### src/rtl/conv_pkg.sv
// Shared types and helpers for the picture-memory read/write controllers.
package conv_pkg;

  typedef enum logic [1:0] {
    S_IDLE   = 2'd0,
    S_ACCEPT = 2'd1,
    S_WRITE  = 2'd2,
    S_DONE   = 2'd3
  } wr_state_t;

  localparam int IMG_W_DEF = 64;
  localparam int IMG_H_DEF = 64;

  // Kernel normalisation: arithmetic shift keeps the sign of the result.
  function automatic logic signed [31:0] pix_convert(
    input logic signed [31:0] din,
    input int                 shift
  );
    return din >>> shift;
  endfunction

endpackage

### src/rtl/pic_write_controller_if.sv
// CPU-result input and picture-memory write port bundle.
interface pic_write_controller_if #(
  parameter int DATA_W = 16,
  parameter int PIX_W  = 8,
  parameter int ADDR_W = 32
);
  logic                     START;
  logic signed [DATA_W-1:0] DATA_IN;
  logic                     VALID;
  logic                     READY;
  logic                     MEM_STB;
  logic [ADDR_W-1:0]        MEM_ADDR;
  logic [PIX_W-1:0]         MEM_WDATA;
  logic                     MEM_WE;
  logic [1:0]               STATE;
  logic                     DONE;

  modport master (
    output START, DATA_IN, VALID, MEM_STB,
    input  READY, MEM_ADDR, MEM_WDATA, MEM_WE, STATE, DONE
  );

  modport slave (
    input  START, DATA_IN, VALID, MEM_STB,
    output READY, MEM_ADDR, MEM_WDATA, MEM_WE, STATE, DONE
  );
endinterface

### src/rtl/pix_saturate.sv
// Shift a signed result down to one pixel.
// PIC_WR_CLAMP_EN selects clamping to [0, 2^PIX_W-1]; otherwise plain truncation.
module pix_saturate
  import conv_pkg::*;
#(
  parameter int DATA_W = 16,
  parameter int PIX_W  = 8,
  parameter int SHIFT  = 4
) (
  input  logic signed [DATA_W-1:0] din,
  output logic [PIX_W-1:0]         pix
);

`ifdef PIC_WR_CLAMP_EN
  localparam logic signed [31:0] MAXV = (32'sd1 <<< PIX_W) - 32'sd1;

  logic signed [31:0] v;

  always_comb begin
    v = pix_convert(32'(din), SHIFT);
    if (v < 0)
      pix = '0;
    else if (v > MAXV)
      pix = '1;
    else
      pix = v[PIX_W-1:0];
  end
`else
  assign pix = PIX_W'(pix_convert(32'(din), SHIFT));
`endif

endmodule

### src/rtl/pic_write_controller.sv
// Writer side of the picture path: accept, convert, write one pixel per slot.
// Build option PIC_WR_CLAMP_EN enables pixel saturation in pix_saturate.
module pic_write_controller
  import conv_pkg::*;
#(
  parameter int                DATA_W    = 16,
  parameter int                PIX_W     = 8,
  parameter int                ADDR_W    = 32,
  parameter int                IMG_W     = IMG_W_DEF,
  parameter int                IMG_H     = IMG_H_DEF,
  parameter logic [ADDR_W-1:0] BASE_ADDR = '0,
  parameter int                SHIFT     = 4
) (
  input logic                  CLK,
  input logic                  RST,
  pic_write_controller_if.slave bus
);

  localparam int NPIX  = IMG_W * IMG_H;
  localparam int CNT_W = $clog2(NPIX);
  localparam logic [CNT_W-1:0] LAST = CNT_W'(NPIX - 1);

  wr_state_t        state;
  logic [CNT_W-1:0] count;
  logic [PIX_W-1:0] pix_q;
  logic [PIX_W-1:0] pix_next;

  pix_saturate #(
    .DATA_W(DATA_W),
    .PIX_W (PIX_W),
    .SHIFT (SHIFT)
  ) u_sat (
    .din(bus.DATA_IN),
    .pix(pix_next)
  );

  always_ff @(posedge CLK or posedge RST) begin
    if (RST) begin
      state <= S_IDLE;
      count <= '0;
      pix_q <= '0;
    end else begin
      unique case (state)
        S_IDLE, S_DONE: begin
          if (bus.START) begin
            state <= S_ACCEPT;
            count <= '0;
          end
        end
        S_ACCEPT: begin
          if (bus.VALID) begin
            pix_q <= pix_next;
            state <= S_WRITE;
          end
        end
        S_WRITE: begin
          if (bus.MEM_STB) begin
            if (count == LAST) begin
              state <= S_DONE;
            end else begin
              count <= count + 1'b1;
              state <= S_ACCEPT;
            end
          end
        end
        default: state <= S_IDLE;
      endcase
    end
  end

  // Write strobe follows the slot strobe directly so a write lands in the offered slot.
  assign bus.MEM_WE    = (state == S_WRITE) & bus.MEM_STB;
  assign bus.READY     = (state == S_ACCEPT);
  assign bus.DONE      = (state == S_DONE);
  assign bus.STATE     = state;
  assign bus.MEM_WDATA = pix_q;
  assign bus.MEM_ADDR  = BASE_ADDR + ADDR_W'(count);

endmodule

### src/flat_wrapper.sv
// flat-port wrapper written by rule: the top's interface ports become plain ports
module pic_write_controller_flat import conv_pkg::*;
#(
  parameter int                DATA_W    = 16,
  parameter int                PIX_W     = 8,
  parameter int                ADDR_W    = 32,
  parameter int                IMG_W     = IMG_W_DEF,
  parameter int                IMG_H     = IMG_H_DEF,
  parameter logic [ADDR_W-1:0] BASE_ADDR = '0,
  parameter int                SHIFT     = 4
)
  (CLK, RST, bus_START, bus_DATA_IN, bus_VALID, bus_MEM_STB, bus_READY, bus_MEM_ADDR, bus_MEM_WDATA, bus_MEM_WE, bus_STATE, bus_DONE);
  pic_write_controller_if #(.DATA_W(DATA_W), .PIX_W(PIX_W), .ADDR_W(ADDR_W)) bus_i ();
  input logic CLK;
  input logic RST;
  input wire logic [$bits(bus_i.START)-1:0] bus_START;
  input wire logic [$bits(bus_i.DATA_IN)-1:0] bus_DATA_IN;
  input wire logic [$bits(bus_i.VALID)-1:0] bus_VALID;
  input wire logic [$bits(bus_i.MEM_STB)-1:0] bus_MEM_STB;
  output wire logic [$bits(bus_i.READY)-1:0] bus_READY;
  output wire logic [$bits(bus_i.MEM_ADDR)-1:0] bus_MEM_ADDR;
  output wire logic [$bits(bus_i.MEM_WDATA)-1:0] bus_MEM_WDATA;
  output wire logic [$bits(bus_i.MEM_WE)-1:0] bus_MEM_WE;
  output wire logic [$bits(bus_i.STATE)-1:0] bus_STATE;
  output wire logic [$bits(bus_i.DONE)-1:0] bus_DONE;
  assign bus_i.START = bus_START;
  assign bus_i.DATA_IN = bus_DATA_IN;
  assign bus_i.VALID = bus_VALID;
  assign bus_i.MEM_STB = bus_MEM_STB;
  assign bus_READY = bus_i.READY;
  assign bus_MEM_ADDR = bus_i.MEM_ADDR;
  assign bus_MEM_WDATA = bus_i.MEM_WDATA;
  assign bus_MEM_WE = bus_i.MEM_WE;
  assign bus_STATE = bus_i.STATE;
  assign bus_DONE = bus_i.DONE;
  pic_write_controller #(.DATA_W(DATA_W), .PIX_W(PIX_W), .ADDR_W(ADDR_W), .IMG_W(IMG_W), .IMG_H(IMG_H), .BASE_ADDR(BASE_ADDR), .SHIFT(SHIFT)) u_core (.CLK(CLK), .RST(RST), .bus(bus_i));
endmodule
### config.mk
export PLATFORM = sky130hd
export DESIGN_NAME = pic_write_controller_flat
export DESIGN_NICKNAME = d
export VERILOG_FILES = /design/src/rtl/conv_pkg.sv /design/src/rtl/pic_write_controller_if.sv /design/src/rtl/pix_saturate.sv /design/src/rtl/pic_write_controller.sv /design/src/flat_wrapper.sv
export SDC_FILE = /design/constraint.sdc
export NUM_CORES = 1
export LEC_CHECK = 0
export ABC_CLOCK_PERIOD_IN_PS = 2670
export CAP_MARGIN = 10
export CORE_ASPECT_RATIO = 1.1
export CORE_MARGIN = 3
export CORE_UTILIZATION = 42
export DETAILED_ROUTE_END_ITERATION = 12
export PLACE_DENSITY = 0.79
export SETUP_SLACK_MARGIN = 0.02
export SLEW_MARGIN = 15
export SYNTH_ARGS = -nofsm -noshare
export SYNTH_HDL_FRONTEND = slang
export SYNTH_SLANG_ARGS = --single-unit
export TNS_END_PERCENT = 5
### constraint.sdc
create_clock -name CLK -period 2.67 [get_ports CLK]
set_input_delay 0.4005 -clock CLK [delete_from_list [all_inputs] [get_ports CLK]]
set_output_delay 0.4005 -clock CLK [all_outputs]
set_load 0.02 [all_outputs]
[After elaboration in Yosys (flattened, before gate mapping)]
Cells that the tools add are included.
Storage, ports and cells
  flip-flop bits (word level): 22
  bits in latches: 0
  memory bits (writable): 0
  ROM bits: 0
  input port bits: 21
  output and inout port bits: 45
  logic and storage cells: 28
  memories: 0
Cells by class
  add/subtract/negate cells: 1
  multipliers: 0
  div/mod/pow operators: 0
  $lt $le $gt $ge: 0
  equal/unequal tests: 8
  shifts and indexed selects: 0
  multiplexer cells: 9
  bitwise gates (word level): 1
  reductions and logical operators: 6
Operators with widths (count)
  $mux W12: 3
  $pmux W12 S2: 1
  $add A12 B1 Y12 const B: 1
  $eq A12 B12 Y1 const B: 1
  $mux W2: 4
  $ne A2 B2 Y1 const B: 4
  $pmux W2 S3: 1
  $eq A2 B2 Y1 const B: 2
  $reduce_and A4 Y1: 1
  $reduce_and A3 Y1: 1
  $eq A2 B1 Y1 const B: 1
  $logic_not A2 Y1: 1
  $reduce_and A2 Y1: 1
  $reduce_bool A2 Y1: 1
  $reduce_or A2 Y1: 1
  $and A1 B1 Y1: 1

[Depth between registers and ports, before layout]
  depth in word-level cells: 4
  mapped depth: 7
  gate-level depth less buffers: 7

[Modules after synthesis]
A second synthesis with hierarchy kept.
Second synthesis, totals
  cells, all modules: 138
  area total of the unflattened synthesis: 1397.6 um2
By module, submodules not included
  pic_write_controller: instances 1, cells each 130, area an instance 1337.5 um2, sequential area each 550.5 um2
  pix_saturate: instances 1, cells each 8, area an instance 60.1 um2, sequential area each 0.0 um2

[Worst setup path before layout]
OpenSTA, ideal clock, no wires.
  kind: reg2reg
  start point: register u_core.state[0], in the netlist u_core.bus.STATE[0]
  end point: register u_core.count[11]
  library setup time: 0.126 ns
  arrival time: 1.777 ns
  required time: 2.544 ns
  path slack: 0.767 ns
  cell stages (with the launch flop): 7
  buffers on the path: 0
  period minus slack after synthesis: 1.903 ns
  cell sequence: dfrtp_1 -> inv_1 -> ha_1 -> and2b_1 -> nor2_4 -> o211ai_2 -> a221o_1
Between the ends
  cells in the longest elaborated chain, start to end: 4
  elaborated cells between the ends (all ways): 10
  those cells by class: eq/ne: 5; mux: 1; reduce/logical: 4
RTL lines
  start, declared: line pic_write_controller.sv:23  | wr_state_t state;
  start signal, assigned: line pic_write_controller.sv:39  | state <= S_IDLE;
  start signal, assigned: line pic_write_controller.sv:46  | state <= S_ACCEPT;
  start signal, assigned: line pic_write_controller.sv:53  | state <= S_WRITE;
  $eq A2 B2 Y1 or $logic_not A2 Y1 (tied branches): line pic_write_controller.sv:43  | unique case (state)
  $reduce_or A2 Y1: line pic_write_controller.sv:43
  $ne A2 B2 Y1 (no line) or $reduce_bool A2 Y1 (tied branches)
  $reduce_and A4 Y1 (no line)
  end signal, assigned: line pic_write_controller.sv:61  | count <= count + 1'b1;
  end, declared: line pic_write_controller.sv:24  | logic [CNT_W-1:0] count;
Parallel ways exist; a longest one is shown, timed or not.
A chain may end at the register's enable or synchronous reset.

[Worst setup path after layout]
  start point: register u_core.state[0], in the netlist u_core.bus.STATE[0]
  end point: output bus_MEM_WE
Between the ends
  cells in the longest elaborated chain, start to end: 2
RTL lines
  $eq A2 B2 Y1: line pic_write_controller.sv:72  | assign bus.MEM_WE = (state == S_WRITE) & bus.MEM_STB;
  $and A1 B1 Y1: line pic_write_controller.sv:72
  end, declared: line flat_wrapper.sv:23  | output wire logic [$bits(bus_i.MEM_WE)-1:0] bus_MEM_WE;
Every way passes these cells.

==> out/summary.txt <==
CTS tree: done
Synth top area share: 40.9%
Fin crit period: 2.19 ns
Post-layout util: 58.4%
Worst Setup End Kind: output pin
Met2 wire length: 1330 um
Max IR drop VDD: 0.671 mV
Initial antenna violation count: 0
Vias in the first global route: 1099
Sw frac: 40.2%
CTS Hold Bufs: 0
Largest net degree at the start of global routing: 23
Share of cells above drive strength 1: 14.3%
Setup TNS: 0 ns
Final setup margin: 0.479 ns
Cell count after synthesis: 130
Slowest stage cell, crit path: clkdlybuf4s50_1
WL met1: 1150 um
Sequential share of the synthesized area: 40.9%
CORE AREA: 2900 sq um
Gr ovfl total: 0
Mapped cell area: 1350 sq um
Die area: 3920 sq um
Worst-case clock skew: 0.00410 ns
WP buf/inv: 3
TritonRoute pass-1 iters: 4
Fmax: 0.456 GHz
Arrival @ worst endpoint: 1.79 ns
Number of synthesized flops with an enable pin: 0
Post-route ant nets: 0
Final nets: 194
Critical path, cell by cell: inv_1 -> ha_1 -> nand2_1 -> clkinv_1 -> clkdlybuf4s50_1
Commonest cells post-synth: dfrtp_1 (22), buf_4 (20), nand2_1 (9)
CP Launch Type: register
Max-cap check violation count: 0
Post-DP HPWL: 2130 um
Drt initial violations: 67
Post-DP Area: 1660 sq um
Top Metal Used: met4
Core Rows: 20
Via count: 1084
Top-count cell post-synth: dfrtp_1
Via density: 5.39
Slew HR: 43.2%
#FFs+latches synth: 22
Required time of the critical path: 2.27 ns
IO Pins: 66
Min-Delay Path Class: reg2reg
Final instance area: 1700 sq um
Ys Warns: 0
CP max FO: 5
Crit. path cell count: 5
CP top delay family: buffers and inverters
First-pass GRT wire length: 4710 um
Crit path kind: reg2out
Largest area contributor in the synthesized netlist: dfrtp_1
Post-CTS Resized: 0
RSZ-0062 raised after global routing: no
Die height: 65.4 um
Pwr Density: 844 nW/um^2
Worst Hold Slack: 0.523 ns
WHS Path Cells: 1
Clock power share: 13.1%
Net load switching power: 0.000575 W
Post-Route WL: 2800 um
CP max stage delay: 0.55 ns
Global Route Usage Sum: 15.5%
CTS buffer count: 3
Routed WL per cell: 13.9 um
Seq pwr share: 33.8%
Routability cong.: 0.749
Starting Density: 46.3%
Final Hold Vio Count: 0
Diode count: 0
Worst-skew pair later-pin latency: 0.31 ns
Ys async rst share: 100%
Post-synthesis average cell area: 10.3 sq um
H-tree depth: 1
Chip Width: 60.0 um
Netlist cell types: 42
Top cells by area, synth: dfrtp_1 (41%), buf_4 (11%), mux2_2 (6.7%)
Clock Sinks: 22
Clock-pin slew on the worst setup and hold paths: 0.12 ns
Max-slew violation count: 0
Crit share post-route: 82.1%
Gate power share: 53.1%
Actual slew at the worst max-slew pin: 0.850 ns
Reg2Reg Depth: 6
Clock buffer depth: 2
Met3 wire len: 286 um
Outcome: finished, final reports clean
Internal power: 0.000856 W
Clock Tree Root: clkbuf_4
Port-buffer cells: 37
Synth Flop Type: dfrtp_1
Drc violations: 0
Setup Fix Bufs, Post-CTS: 0
Dpl ws: 0.602 ns
Leak Pwr: 0.784 nW
Final setup viols: 0
Synth-to-layout area growth: 26.0%
==> cell type report <==
class / count / area (sq um)
Tap cell: 33 / 41.3
Multi-Input combinational cell: 99 / 671
Clock buffer: 4 / 36.3
Timing Repair Buffer: 38 / 378
Sequential cell: 22 / 551
Fill cell: 251 / 1210
Inverter: 5 / 18.8
==> final timing paths <==
| kind | slack, ns | from | endpoint |
|---|---|---|---|
| max | 0.48 | u_core.bus.STATE[0]$_DFFE_PP0P_ | bus_MEM_WE |
| min | 0.52 | u_core.bus.MEM_WDATA[7]$_DFFE_PP0P_ | u_core.bus.MEM_WDATA[7]$_DFFE_PP0P_ |
| max reg2reg | 0.71 | u_core.bus.STATE[0]$_DFFE_PP0P_ | u_core.count[11]$_DFFE_PP0P_ |
| min reg2reg | 0.52 | u_core.bus.MEM_WDATA[7]$_DFFE_PP0P_ | u_core.bus.MEM_WDATA[7]$_DFFE_PP0P_ |
| max in group asynchronous | 1.60 | RST | u_core.bus.MEM_WDATA[6]$_DFFE_PP0P_ |
| min in group asynchronous | 0.54 | RST | u_core.bus.MEM_WDATA[2]$_DFFE_PP0P_ |
==> cells by family after synthesis <==
group | after synthesis | synth area share [%]
compound gates | 23 | 13.7
other cells | 1 | 0.279
mux | 8 | 6.70
fa+ha+maj | 4 | 3.72
simple gates | 44 | 20.2
buf+inv | 28 | 14.5
flops | 22 | 40.9
==> routing by layer <==
metal	vias up	GRT usage, %
met4	0	6.65
met5	-	0
met2	52	25.4
li1	505	-
met3	4	4.91
met1	523	18.2
==> layout by cell type, fill, tap and decap left out, drive strengths merged <==
cell type / count
buf: 1
nand2: 9
a31oi: 7
a211o: 3
a22o: 1
nor4: 1
dfrtp: 22
mux2: 8
nand4: 4
nor2: 4
a21oi: 3
o211a: 1
or2: 1
o21ai: 2
nand2b: 3
a221o: 1
or3: 1
inv: 4
a2bb2oi: 1
o2bb2ai: 1
conb: 20
and2: 2
and3: 5
clkbuf: 4
nor3: 6
o211ai: 1
ha: 4
and2b: 2
clkdlybuf4s50: 37
a41oi: 1
a21boi: 1
nand3: 4
clkinv: 1
and4: 2
==> sequential cells by signal, indices dropped and copies added (netlist names) <==
signal	flops
u_core.bus.STATE	2
u_core.count	12
u_core.bus.MEM_WDATA	8
==> per-stage QoR <==
stage | total power (W) | std cells
after floorplan | 0.000974 | 149
after global placement | 0.00124 | 197
after detailed placement | 0.00126 | 197
after CTS | 0.00146 | 201
after global routing | 0.00153 | 201
final | 0.00143 | 201
==> worst reg2reg max path: stages (launching register included) <==
cell and delay (ns):
dfrtp_1 0.44, inv_1 0.06, ha_1 0.37, and2b_1 0.26
nor2_4 0.19, o211ai_2 0.16, a221o_1 0.37
==> power groups by stage <==
stage          sequential, W  clock (W)  combinational [W]
2_1_floorplan       0.000589          0           0.000386
3_3_place_gp        0.000484          0           0.000754
3_5_place_dp        0.000493          0           0.000763
4_1_cts             0.000486   0.000202           0.000769
5_1_grt             0.000497   0.000209           0.000820
6_report            0.000484   0.000187           0.000760
Power figures use the tool's default switching activity.
